## config.mk

```make
export PLATFORM = sky130hd
export DESIGN_NAME = uart_tx_arbiter
export DESIGN_NICKNAME = d
export VERILOG_FILES = /design/src/rtl/uart_tx_arbiter.sv
export SDC_FILE = /design/constraint.sdc
export NUM_CORES = 1
export LEC_CHECK = 0
export BUFFER_PORTS_ARGS = -buffer_cell sky130_fd_sc_hd__buf_2
export CAP_MARGIN = 20
export CORE_ASPECT_RATIO = 1.1
export CORE_MARGIN = 3
export CORE_UTILIZATION = 50
export DETAILED_ROUTE_END_ITERATION = 10
export GPL_ROUTABILITY_DRIVEN = 0
export PLACE_DENSITY = 0.91
export SLEW_MARGIN = 20
export SYNTH_ARGS = -nofsm -noshare
export SYNTH_HDL_FRONTEND = slang
export SYNTH_SLANG_ARGS = --single-unit
```

## constraint.sdc

```tcl
create_clock -name clk -period 2.26 [get_ports clk]
set_input_delay 0.452 -clock clk [delete_from_list [all_inputs] [get_ports clk]]
set_output_delay 0.452 -clock clk [all_outputs]
set_load 0.01 [all_outputs]
```

## src/rtl/uart_tx_arbiter.sv

```systemverilog
// Round-robin packet arbiter sharing one uart_tx serializer among NUM_REQ byte streams.
// Latency: grant 1 cycle after valid seen in IDLE, uart_start 1 cycle after byte accept.
// Backpressure: req_ready is only offered to the owner in SEND; other requesters wait for IDLE.
module uart_tx_arbiter #(
    parameter int NUM_REQ       = 4,
    parameter int ID_W          = $clog2(NUM_REQ),
    parameter int MAX_PKT_BYTES = 64
) (
    input  logic                   clk,
    input  logic                   rst_n,
    input  logic [NUM_REQ-1:0]     req_valid,
    input  logic [8*NUM_REQ-1:0]   req_data,
    input  logic [NUM_REQ-1:0]     req_last,
    output logic [NUM_REQ-1:0]     req_ready,
    output logic [7:0]             uart_data,
    output logic                   uart_start,
    input  logic                   uart_busy,
    output logic [ID_W-1:0]        grant_id,
    output logic                   active,
    output logic                   forced_release
);

    typedef enum logic [1:0] {IDLE, SEND, WAIT_BUSY, WAIT_DONE} state_t;

    state_t            state;
    logic [7:0]        byte_cnt;
    logic              last_q;
    logic              pick_vld;
    logic [ID_W-1:0]   pick_id;
    logic [ID_W-1:0]   scan_idx;

    // Walk the scan from the far end so the candidate nearest grant_id+1 wins.
    always_comb begin
        pick_vld = 1'b0;
        pick_id  = grant_id;
        scan_idx = grant_id;
        for (int k = NUM_REQ; k >= 1; k--) begin
            scan_idx = ID_W'((int'(grant_id) + k) % NUM_REQ);
            if (req_valid[scan_idx]) begin
                pick_vld = 1'b1;
                pick_id  = scan_idx;
            end
        end
    end

    always_comb begin
        req_ready = '0;
        if (state == SEND) begin
            req_ready[grant_id] = 1'b1;
        end
    end

    always_ff @(posedge clk or negedge rst_n) begin
        if (!rst_n) begin
            state          <= IDLE;
            byte_cnt       <= 8'd0;
            last_q         <= 1'b0;
            uart_data      <= 8'h00;
            uart_start     <= 1'b0;
            grant_id       <= ID_W'(NUM_REQ - 1);
            active         <= 1'b0;
            forced_release <= 1'b0;
        end else begin
            uart_start     <= 1'b0;
            forced_release <= 1'b0;
            case (state)
                IDLE: begin
                    if (pick_vld) begin
                        grant_id <= pick_id;
                        byte_cnt <= 8'd0;
                        active   <= 1'b1;
                        state    <= SEND;
                    end
                end
                SEND: begin
                    if (req_valid[grant_id]) begin
                        uart_data  <= req_data[8*grant_id +: 8];
                        uart_start <= 1'b1;
                        last_q     <= req_last[grant_id];
                        byte_cnt   <= byte_cnt + 8'd1;
                        state      <= WAIT_BUSY;
                    end
                end
                WAIT_BUSY: begin
                    if (uart_busy) begin
                        state <= WAIT_DONE;
                    end
                end
                WAIT_DONE: begin
                    if (!uart_busy) begin
                        if (last_q) begin
                            active <= 1'b0;
                            state  <= IDLE;
                        end else if (byte_cnt == 8'(MAX_PKT_BYTES)) begin
                            // Rest of the packet re-arbitrates as a fresh grant.
                            forced_release <= 1'b1;
                            active         <= 1'b0;
                            state          <= IDLE;
                        end else begin
                            state <= SEND;
                        end
                    end
                end
                default: state <= IDLE;
            endcase
        end
    end

endmodule
```

==> results of run 1 <==
## final cells by class
type | instances | area share [%]
inverters | 14 | 2.44
clock buffers | 3 | 1.04
clock inverters | 1 | 1.39
repair buffers | 64 | 15.4
well taps | 48 | 2.78
multi-input cells | 133 | 49.0
flip-flops and latches | 24 | 28.0
## logic make-up after synthesis
kind of cell             Yosys count
buffers and inverters             26
multiplexers                      18
flip-flops                        24
AND/OR/NAND/NOR                   77
adder cells (fa/ha/maj)           11
AO/OA/AOI/OAI                     27
## where the power goes
group | switching (W) | total (W) | internal (W) | leakage (nW)
sequential | 0.000139 | 0.000740 | 0.000601 | 0.304
clock | 0.000134 | 0.000313 | 0.000179 | 0.0279
combinational | 0.000748 | 0.00140 | 0.000648 | 0.774
## Yosys cell counts, types with 2 or more instances
library cell	number
nand4_1	3
o211ai_1	5
mux4_1	2
clkbuf_1	3
nor3_1	4
nor2_1	3
ha_1	11
mux2i_1	4
nand2_1	34
nand3_1	10
dfstp_2	2
a21oi_1	5
buf_2	7
a21o_1	3
and2_1	5
nand2b_1	6
dfrtp_1	22
or4_1	3
o21ai_0	3
mux4_2	10
inv_1	13
## registers in the layout, indices dropped and copies added (netlist names)
signal	count
last_q	1
state	2
uart_start	1
uart_data	8
byte_cnt	8
active	1
forced_release	1
grant_id	2
## per-layer routing
layer	routed length, µm	GRT usage (%)	share of wire (%)	up-vias
li1	-	-	-	769
met1	1680	24.5	42	755
met2	2070	31.6	52	50
met3	180	3.08	4.5	8
met4	65	9.92	1.6	0
met5	0	0	0	-
## worst reg2reg max path, stage by stage (launching register included)
cell and delay [ns]:
dfstp_2 0.64, inv_1 0.14, ha_1 0.42, inv_1 0.10
mux4_2 0.31, a211oi_1 0.24, mux2i_1 0.10
## stage by stage
| step | area [µm²] | power, W | std cells | setup WS (ns) | util (%) |
|---|---|---|---|---|---|
| 6_report | 2160 | 0.00245 | 287 | 0.174 | 63.7 |
| 4_1_cts | 2160 | 0.00246 | 287 | 0.161 | 63.7 |
| 5_1_grt | 2160 | 0.00267 | 287 | 0.0788 | 63.7 |
| 3_5_place_dp | 2100 | 0.00214 | 283 | 0.263 | 62.2 |
| 2_1_floorplan | 1780 | 0.00176 | 183 | 0.264 | - |
| 3_3_place_gp | 2100 | 0.00208 | 283 | 0.335 | 62.2 |
## worst max-delay path by stage
stage                    to          from  slack [ns]  depth (start not counted)
6_report       req_ready[2]   grant_id[1]        0.17                          4
5_1_grt         grant_id[1]   grant_id[1]        0.08                          6
4_1_cts        req_ready[2]   grant_id[1]        0.16                          4
3_5_place_dp    grant_id[1]   grant_id[0]        0.26                          6
3_3_place_gp       state[1]  req_valid[2]        0.33                          4
2_1_floorplan      state[1]   grant_id[0]        0.26                          4
==> impl_summary.md, run 1 <==
Final layout
Relative to the synthesized area, the layout overhead comes to 21.4%. Fill cells in the final layout number 280. The top cell types in the final layout, fill and taps aside, are 59 x buf_2, 34 x nand2_1, 22 x dfrtp_1. The number of antenna diodes in the final layout is 0. After the last flow step, the layout net total stands at 294.

The total area of multi-input combinational cells is 0.00106 mm². The library cell used most frequently in the layout, excluding fill and tap cells, is buf_2. The storage element area is 603 µm². The fraction of layout cells with a size suffix above 1 is 35.1%.

Critical path
In this design, the stage delay of the slowest critical-path cell is 0.64 ns. The data required time of the critical path is 1.81 ns. The cell with the largest stage delay on the worst path is dfstp_2. The arrival time reported for the critical path endpoint is 1.63 ns.

In this run the worst path has a maximum fanout of 11. Walking the worst path, the cells encountered are buf_4 > ha_1 > and2_1 > buf_2. The end of the worst register-to-register path is grant_id[1].

Counting cells, the worst reg-to-reg path comes to 6. Broken down by cell family, the worst path's largest delay share belongs to flip-flops. Setup slack on the worst reg-to-reg path comes out at 0.23 ns. The startpoint of the lowest-slack register-to-register path is grant_id[1].

STA classifies the critical path startpoint as a register. Counting both buffers and inverters, the worst setup path holds a total of 2. STA classifies the critical path endpoint as an output pin.

The type of the setup path with the least slack is register to output pin.

Die
The boundary pin count is 60. The floorplan step defined a die boundary enclosing 0.00431 mm². From left edge to right edge, the die measures 62.8 µm. The floorplan has 22 rows. The starting density of the core is 52.5%. The chip height is 68.5 µm. The core region area is 0.00339 mm².

Global routing
After global routing the overflow that remains totals 0. The via count of the first global-routing pass is 1,451. The global-route usage over all layers is 19.0%. The first-pass GRT wire length is 6380 µm. The initial antenna violation count came to 0. Entering global routing, the biggest net connects 25 pins.

Route
The residual antenna-violating net count after detailed routing is 0. After detailed routing, the number of vias per cell comes to 5.51. The detailed-route wire length is 4000 µm. The count of TritonRoute iterations in the first routing pass is 4. The detailed router finished its first iteration with 55 violations. Across all layers, the routed design uses 1,582 vias. The post-route DRC violation count is 0. Dividing the detail-routed wire length by the instance count gives 13.9 µm.

Timing
The final number of setup-violating endpoints is 0. In this run the tightest slew margin relative to its limit is 64.9%. Static timing analysis puts the maximum clock frequency at 479 MHz. The number of max-slew violations in the final report is 0. Setup repair after global routing left no endpoint under its margin. The final worst-path cycle share is 92.3%.

The smallest clock period supported by the final layout is computed as 2.09 ns. The worst hold margin is 0.0786 ns. The final setup TNS is 0 ns. The count of final hold-check violations was 0. At the pin with the least slew margin, the transition time is 0.527 ns. The worst-case clock skew is 0.00727 ns.

Power
The analysis attributes to cell leakage a power of 1.11 nW. The power per cell area is 1140 mW/mm². The worst IR drop on VDD is 628 µV.

CTS
The number of buffers created by CTS is 3. The number of hold-repair buffers added at the cts stage is 0. The tree is rooted in a clkbuf_4. TritonCTS built the clock tree. The number of gates resized after CTS was 0. The clock reaches the later pin of the worst-skew pair after 0.32 ns.

The tree built by TritonCTS fans out to 24 sinks. Buffers added to address setup during post-CTS repair amount to 0. Counting along the longest clock path gives a buffer depth of 2. The clock transition at the registers of the reported paths is 0.14 ns. In this run the number of H-tree levels came out at 1.

Synthesis
The post-synthesis cell type with the largest combined area is dfrtp_1. In this run, synthesis produced a sequential element count of 24. The simple-gate area share of the yosys netlist is 22.0%. Of the total synthesized cell area, the portion taken by XOR and XNOR cells is 0%.

Of all flip-flops after synthesis, the portion carrying an async set or reset was 100%. By area the synthesized netlist is led by dfrtp_1 31%, mux4_2 13%, ha_1 7.7%, nand2_1 7.2%, dfstp_2 3.0%. In this run the cell area of the synthesized design comes to 0.00178 mm². The flip-flop cell with the highest count after synthesis is dfrtp_1. The mean instance size in the synthesized netlist is 9.71 µm².

The mux cell area share after synthesis is 19.2%. The count of flip-flops with a built-in enable after synthesis is 0. The number of instances in the synthesized netlist is 183. The count of unique library cells instantiated by Yosys is 46.

Of the total synthesized cell area, the portion taken by full adders, half adders and majority gates is 7.75%. The total of warnings raised by yosys is 0. The proportion of synthesized chip area in sequential cells is 33.9%.

By area, the combinational part of the netlist is dominated by simple AND/OR/NAND/NOR gates. Summing the areas of all compound-gate instances in the mapped netlist gives 10.6% of the synthesized area. In this run the biggest area consumer among cell types represents 31.0% of the synthesized area. The number of nets in the synthesized netlist is 237.

Placed design
The count of buffers from port buffering is 59. Summed over all nets, the half-perimeter wirelength after detailed placement is 3140 µm.

Job
The tool flagged a number of max-cap violations equal to 0.

Worst hold path
The min-delay analysis places its worst path in the category primary input to async pin.

Run status
The run finished with clean final reports.
Note: power is estimated with default switching activity, not from simulation.
==> run 2: changes to the inputs <==
--- a/config.mk
+++ b/config.mk
@@ -7,12 +7,15 @@
 export LEC_CHECK = 0
 export BUFFER_PORTS_ARGS = -buffer_cell sky130_fd_sc_hd__buf_2
 export CAP_MARGIN = 20
+export CELL_PAD_IN_SITES_DETAIL_PLACEMENT = 1
+export CELL_PAD_IN_SITES_GLOBAL_PLACEMENT = 1
 export CORE_ASPECT_RATIO = 1.1
 export CORE_MARGIN = 3
-export CORE_UTILIZATION = 50
+export CORE_UTILIZATION = 37
 export DETAILED_ROUTE_END_ITERATION = 10
 export GPL_ROUTABILITY_DRIVEN = 0
 export PLACE_DENSITY = 0.91
+export RECOVER_POWER = 100
 export SLEW_MARGIN = 20
 export SYNTH_ARGS = -nofsm -noshare
 export SYNTH_HDL_FRONTEND = slang
==> run 2 against run 1 <==
  * Combinational power grew 5%
  * Wire length grew 42%
  * Clock power grew 25%
  * Fmax shrank 0.29%
  * Sequential power grew 2%
  * Worst hold slack gained 0.37 ns
  * Worst setup slack lost 0.0061 ns
  * First-iteration DRC count grew 110%
  * Clock skew shrank 0.0060 ns
  * Register-to-register slack lost 0.06 ns
  * Sequential share of layout area shrank 0.18 points
==> impl_summary.md, run 2 (synthesized netlist as in run 1, its figures left out) <==
Route
The detailed-route wire length was 5660 µm (was 4000 µm). The post-detailed-route via-to-cell ratio is 5.96 (was 5.51). The number of violations reported at the end of detailed-routing iteration 0 was 116 (was 55). The residual antenna-violating net count after detailed routing was 0 (unchanged). The post-route DRC violation count came to 0 (unchanged). The detail-routed net length per standard cell is 19.3 µm (was 13.9 µm). The count of TritonRoute iterations in the first routing pass is 4 (unchanged). The total via count in the routed design was 1,751 (was 1,582).

Job
The number of maximum-capacitance violations is 0 (unchanged).

CTS
The buffer cell driving the clock tree root is clkbuf_8 (was clkbuf_4). The clock insertion delay at the later pin of the skew report is 0.27 ns (was 0.32 ns). The number of buffers created by CTS came to 3 (unchanged). The CTS tree is yes (unchanged). The number of H-tree levels is 1 (unchanged). The post-cts gate resize count is 0 (unchanged). The clock transition at the registers of the reported paths is 0.09 ns (was 0.14 ns).

The number of post-CTS setup repair buffers is 0 (unchanged). The number of hold-repair buffers added at the cts stage came to 0 (unchanged). The maximum number of buffers from clock root to sink is 2 (unchanged). The number of sinks driven by the clock tree came to 24 (unchanged).

Timing
The transition time of the tightest slew-check pin came to 1.34 ns (was 0.527 ns). The final number of setup-violating endpoints is 0 (unchanged). The worst-case clock skew is 0.00126 ns (was 0.00727 ns). The number of max-slew violations in the final report was 0 (unchanged). The count of final hold-check violations is 0 (unchanged). The time the final worst path needs with I/O delays and setup is 2.09 ns (about the same).

The final worst-path cycle share was 92.6% (was 92.3%). The final setup TNS is 0 ns (unchanged). The worst setup margin came to 0.168 ns (was 0.174 ns). The relative slew slack was 10.9% (was 64.9%). The maximum clock frequency was 478 MHz (was 479 MHz). RSZ-0062 raised after global routing: false (unchanged).

Critical path
The element type at the critical path end is a register (was output pin). The type of the setup path with the least slack was register to register (was register to output pin). The data required time of the critical path is 2.46 ns (was 1.81 ns). The buffer and inverter count on the worst path came to 2 (unchanged). The type of element launching the critical path is a register (unchanged). The category of cells accounting for the largest share of critical-path delay was flip-flops (unchanged). The cell with the largest stage delay on the worst path is dfstp_2 (unchanged).

The worst setup slack for register-to-register paths came to 0.17 ns (was 0.23 ns). The worst reg-to-reg path cell count is 6 (unchanged). CP cell instances: inv_1 > ha_1 > inv_1 > mux4_2 > a211oi_1 > mux2i_1 (was buf_4 > ha_1 > and2_1 > buf_2).

The maximum single-stage delay on the critical path is 0.64 ns (about the same). The end of the worst register-to-register path is grant_id[1] (unchanged). The arrival time reported for the critical path endpoint came to 2.29 ns (was 1.63 ns). The maximum fanout count along the critical path is 10 (was 11). The cell repeated most along the worst path is inv_1. The startpoint of the lowest-slack register-to-register path is grant_id[1] (unchanged).

Global routing
The sum of overflow across all layers after global routing is 0 (unchanged). The pin count of the biggest net entering global routing is 25 (unchanged). The first-pass GRT wire length is 9250 µm (was 6380 µm). The via count of the first global-routing pass is 1,912 (was 1,451). The global-route usage over all layers is 21.2% (was 19.0%). The initial antenna violation count is 0 (unchanged).

Power
The portion of total power attributed to sequential cells is 29.0% (was 30.2%). The worst IR drop on VDD was 596 µV (was 628 µV). The power dissipated by switching net loads was 0.00115 W (was 0.00102 W). The power per cell area was 1210 mW/mm² (was 1140 mW/mm²). The power share of the combinational group is 56.1% (was 57.0%). The switching part of the total power is 43.9% (was 41.7%).

The internal power component is 0.00147 W (was 0.00143 W). The reported leakage power was 1.07 nW (was 1.11 nW). The portion of total power attributed to the clock network is 14.9% (was 12.8%).

Placed design
The placed wire-length estimate is 4280 µm (was 3140 µm). The minimum setup slack after placement is 0.164 ns (was 0.263 ns). The count of buffers from port buffering came to 59 (unchanged). The total instance count after detailed placement was 290 (was 283). The post-place instance area is 0.00212 mm² (was 0.00210 mm²).

Die
The die width is 72.1 µm (was 62.8 µm). The number of rows in the core area came to 25 (was 22). The die footprint was 0.00567 mm² (was 0.00431 mm²). The chip height is 78.7 µm (was 68.5 µm). The boundary pin count came to 60 (unchanged). The starting density of the core was 39.7% (was 52.5%). The core region area was 0.00447 mm² (was 0.00339 mm²).

Run status
Result of the run: complete, no violations (unchanged).

Worst hold path
The classification of the worst-slack hold path was primary input to async pin (unchanged).

Final layout
The final layout net count is 295 (was 294). The most common library cell in the layout ignoring fill and taps is buf_2 (unchanged). Leading cell types in the layout, fill and taps excluded: 46 x buf_2, 34 x nand2_1, 22 x dfrtp_1 (was 59 x buf_2, 34 x nand2_1, 22 x dfrtp_1).

The final instance area is 0.00217 mm² (was 0.00216 mm²). The fraction of layout cells with a size suffix above 1 is 29.2% (was 35.1%). The diode insertion count for antenna repair is 0 (unchanged). The non-filler instance count after layout is 294 (was 287). The post-synthesis to final-layout area growth was 22.2% (was 21.4%). The fraction of the core area covered by cells at the end of the flow is 48.5% (was 63.7%). Registers with the most flip-flops: byte_cnt (8), uart_data (8) (unchanged).
-- run 2: changes by cell type in the layout (fill, tap and decap cells not counted) --
cell      before  now
and2_0         0    4
clkbuf_1       0   14
inv_2          1    0
clkbuf_4       3    0
buf_2         59   46
inv_1         13   14
and2_1         5    1
clkbuf_8       0    3
-- run 2: power by group through the flow --
stage                     registers, W  clock network (W)  logic, W
after global routing          0.000781           0.000415   0.00163
after detailed placement      0.000761                  0   0.00148
after floorplan               0.000760                  0   0.00100
after CTS                     0.000756           0.000394   0.00150
after global placement        0.000743                  0   0.00139
final                         0.000758           0.000391   0.00147
-- run 2: worst max path at each step --
stage | start | end | cells past startpoint
after floorplan | grant_id[0] | state[1] | 4
after global placement | req_valid[2] | state[1] | 4
after detailed placement | grant_id[0] | grant_id[1] | 6
after CTS | grant_id[0] | grant_id[1] | 6
after global routing | grant_id[1] | grant_id[1] | 6
final | grant_id[1] | grant_id[1] | 6
-- run 2: layer usage --
metal | GRT usage [%] | vias to the layer above | share of wire [%]
li1 | - | 772 | -
met3 | 3.59 | 29 | 4.6
met4 | 14.1 | 0 | 5.2
met2 | 37.0 | 82 | 55
met1 | 23.0 | 868 | 35
met5 | 0 | - | 0
-- run 2: final cells by class --
type,count,area [µm²]
Clock buffer,3,41.3
Clock inverter,1,30.0
Fill cell,553,2300
Inverter,14,52.6
Multi-Input combinational cell,133,1060
Sequential cell,24,603
Tap cell,54,67.6
Timing Repair Buffer,65,320
-- run 2: metrics by stage --
stage / hold slack (ns) / total power (W)
global placement: 0.453 / 0.00213
CTS: 0.168 / 0.00265
detailed placement: 0.472 / 0.00225
global route: 0.512 / 0.00282
floorplan: 0.156 / 0.00176
finish: 0.453 / 0.00262
==> run 3: changes to the inputs <==
--- a/config.mk
+++ b/config.mk
@@ -12,10 +12,12 @@
 export CORE_ASPECT_RATIO = 1.1
 export CORE_MARGIN = 3
 export CORE_UTILIZATION = 37
+export CTS_BUF_LIST = sky130_fd_sc_hd__clkbuf_8 sky130_fd_sc_hd__clkbuf_16
 export DETAILED_ROUTE_END_ITERATION = 10
 export GPL_ROUTABILITY_DRIVEN = 0
 export PLACE_DENSITY = 0.91
 export RECOVER_POWER = 100
+export REMOVE_ABC_BUFFERS = 1
 export SLEW_MARGIN = 20
 export SYNTH_ARGS = -nofsm -noshare
 export SYNTH_HDL_FRONTEND = slang
==> run 3 against run 2 <==
  * Sequential power fell by 1%
  * Wire length shrank 12%
  * Non-clock buffer count is the same
  * Critical path type is now register to output pin
  * Largest power group unchanged
  * Fmax rose by 1.1%
==> impl_summary.md, run 3 (synthesized netlist as in run 1, its figures left out) <==
CTS
The post-cts gate resize count is 0 (unchanged). The number of post-CTS setup repair buffers is 0 (unchanged). The maximum number of buffers from clock root to sink is 2 (unchanged).

The CTS tree was yes (unchanged). The number of H-tree levels came to 1 (unchanged). The number of sinks driven by the clock tree is 24 (unchanged).

The number of hold-repair buffers added at the cts stage is 0 (unchanged). The clock transition at the registers of the reported paths is 0.09 ns (about the same). The number of buffers created by CTS was 3 (unchanged). The clock insertion delay at the later pin of the skew report is 0.27 ns (about the same). The buffer cell driving the clock tree root was clkbuf_8 (unchanged).

Timing
The number of max-slew violations in the final report is 0 (unchanged). The relative slew slack is 10.6% (was 10.9%). The time the final worst path needs with I/O delays and setup is 2.07 ns (was 2.09 ns). The count of final hold-check violations is 0 (unchanged).

The worst hold margin is 0.458 ns (was 0.453 ns). The maximum clock frequency was 483 MHz (was 478 MHz). The final worst-path cycle share is 91.6% (was 92.6%). The final setup TNS was 0 ns (unchanged). The transition time of the tightest slew-check pin came to 1.34 ns (about the same). The worst-case clock skew is 0.00485 ns (was 0.00126 ns).

The final number of setup-violating endpoints is 0 (unchanged). RSZ-0062 raised after global routing: false (unchanged). The worst setup margin is 0.190 ns (was 0.168 ns).

Critical path
The launching element of the worst setup path is grant_id[0] (was grant_id[1]). CP cell instances: buf_4 > ha_1 > and2_1 > buf_2 (was inv_1 > ha_1 > inv_1 > mux4_2 > a211oi_1 > mux2i_1). The worst reg-to-reg path cell count is 6 (unchanged). The instance count on the critical path is 4 (was 6). The type of the setup path with the least slack was register to output pin (was register to register). The element type at the critical path end is an output pin (was register). The type of element launching the critical path is a register (unchanged). The category of cells accounting for the largest share of critical-path delay is flip-flops (unchanged). The arrival time reported for the critical path endpoint was 1.62 ns (was 2.29 ns). The end of the worst register-to-register path is byte_cnt[6] (was grant_id[1]). The startpoint of the lowest-slack register-to-register path is state[1] (was grant_id[1]). The cell with the largest stage delay on the worst path is dfstp_1 (was dfstp_2). The maximum fanout count along the critical path came to 18 (was 10). The data required time of the critical path came to 1.81 ns (was 2.46 ns).

The buffer and inverter count on the worst path is 2 (unchanged). The maximum single-stage delay on the critical path is 0.57 ns (was 0.64 ns). The critical path endpoint is req_ready[3] (was grant_id[1]). The worst setup slack for register-to-register paths is 0.24 ns (was 0.17 ns).

Die
The die footprint is 0.00567 mm² (unchanged). The boundary pin count came to 60 (unchanged). The chip height is 78.7 µm (unchanged). The core region area is 0.00447 mm² (unchanged). The starting density of the core is 39.7% (unchanged). The die width is 72.1 µm (unchanged). The number of rows in the core area is 25 (unchanged).

Route
The post-detailed-route via-to-cell ratio is 5.52 (was 5.96). The number of violations reported at the end of detailed-routing iteration 0 came to 66 (was 116). The detailed-route wire length came to 4980 µm (was 5660 µm). The residual antenna-violating net count after detailed routing was 0 (unchanged). The count of TritonRoute iterations in the first routing pass is 4 (unchanged). The post-route DRC violation count came to 0 (unchanged). The total via count in the routed design is 1,629 (was 1,751).

The detail-routed net length per standard cell is 16.9 µm (was 19.3 µm).

Global routing
The first-pass GRT wire length is 8220 µm (was 9250 µm). The via count of the first global-routing pass came to 1,706 (was 1,912). The initial antenna violation count came to 0 (unchanged). The sum of overflow across all layers after global routing came to 0 (unchanged). The pin count of the biggest net entering global routing was 25 (unchanged). The global-route usage over all layers came to 18.4% (was 21.2%).

Power
The worst IR drop on VDD was 568 µV (was 596 µV). The reported leakage power is 1.07 nW (about the same). The final total power is 0.00254 W (was 0.00262 W).

The power per cell area is 1170 mW/mm² (was 1210 mW/mm²).

Final layout
The post-synthesis to final-layout area growth is 22.3% (was 22.2%). Registers with the most flip-flops: byte_cnt (8), uart_data (8) (unchanged). Leading cell types in the layout, fill and taps excluded: 45 x buf_2, 34 x nand2_1, 22 x dfrtp_1 (was 46 x buf_2, 34 x nand2_1, 22 x dfrtp_1). The fraction of layout cells with a size suffix above 1 is 28.3% (was 29.2%).

The fraction of the core area covered by cells at the end of the flow is 48.6% (was 48.5%). The final-layout fill cell count was 560 (was 553). The most common library cell in the layout ignoring fill and taps is buf_2 (unchanged).

The final layout net count is 295 (unchanged).

Worst hold path
The classification of the worst-slack hold path was primary input to async pin (unchanged).

Placed design
The count of buffers from port buffering is 59 (unchanged). The minimum setup slack after placement is 0.247 ns (was 0.164 ns). The placed wire-length estimate is 3800 µm (was 4280 µm).

Job
The number of maximum-capacitance violations was 0 (unchanged).

Run status
Result of the run: complete, no violations (unchanged).
==> run 3: changes by cell type in the layout (fill, tap and decap cells not counted) <==
| cell | before | now |
|---|---|---|
| and2_0 | 4 | 2 |
| buf_2 | 46 | 45 |
| diode_2 | 0 | 1 |
| dfstp_2 | 2 | 1 |
| dfstp_1 | 0 | 1 |
| clkbuf_1 | 14 | 15 |
| and2_1 | 1 | 3 |
==> run 3: how the worst min path moves through the flow <==
stage	to	depth (start not counted)	start	slack [ns]
after global placement	uart_data[7]	2	uart_data[7]	0.45
after CTS	byte_cnt[4]	1	rst_n	0.17
after global routing	forced_release	3	uart_busy	0.49
after floorplan	active	0	rst_n	0.16
final	active	1	rst_n	0.46
after detailed placement	uart_data[6]	2	uart_data[6]	0.46
==> run 3: report_power, final <==
group	switching (W)	total, W	internal [W]
combinational	0.000782	0.00141	0.000626
sequential	0.000151	0.000750	0.000599
clock	0.000148	0.000385	0.000237
total	0.00108	0.00254	0.00146
==> run 3: layout make-up <==
type | count | area, µm² | area share, %
antenna | 1 | 2.50 | 0.115
tap | 54 | 67.6 | 3.11
inverter | 14 | 52.6 | 2.42
sequential | 24 | 603 | 27.8
clock buffer | 3 | 41.3 | 1.90
clock inverter | 1 | 30.0 | 1.38
timing repair buffer | 65 | 319 | 14.7
multi-input combinational | 133 | 1060 | 48.6
==> run 3: layer usage <==
metal  up-vias  share of wire [%]  track usage [%]
met5         -                  0                0
met4         0               0.92             6.02
met3         4                3.8             2.05
met2        41                 57             33.9
met1       811                 38             21.7
li1        773                  -                -
==> run 3: worst register-to-register path: cells and delay by family (launching register included) <==
family	cells	cell delay [ns]
flops	1	0.44
buf+inv	1	0.12
simple gates	4	1.06
fa+ha+maj	1	0.35
==> run 3: through the flow <==
step | instances | area (µm²)
finish | 295 | 2170
CTS | 294 | 2190
global route | 294 | 2170
detailed placement | 290 | 2120
global placement | 290 | 2120
floorplan | 171 | 1710
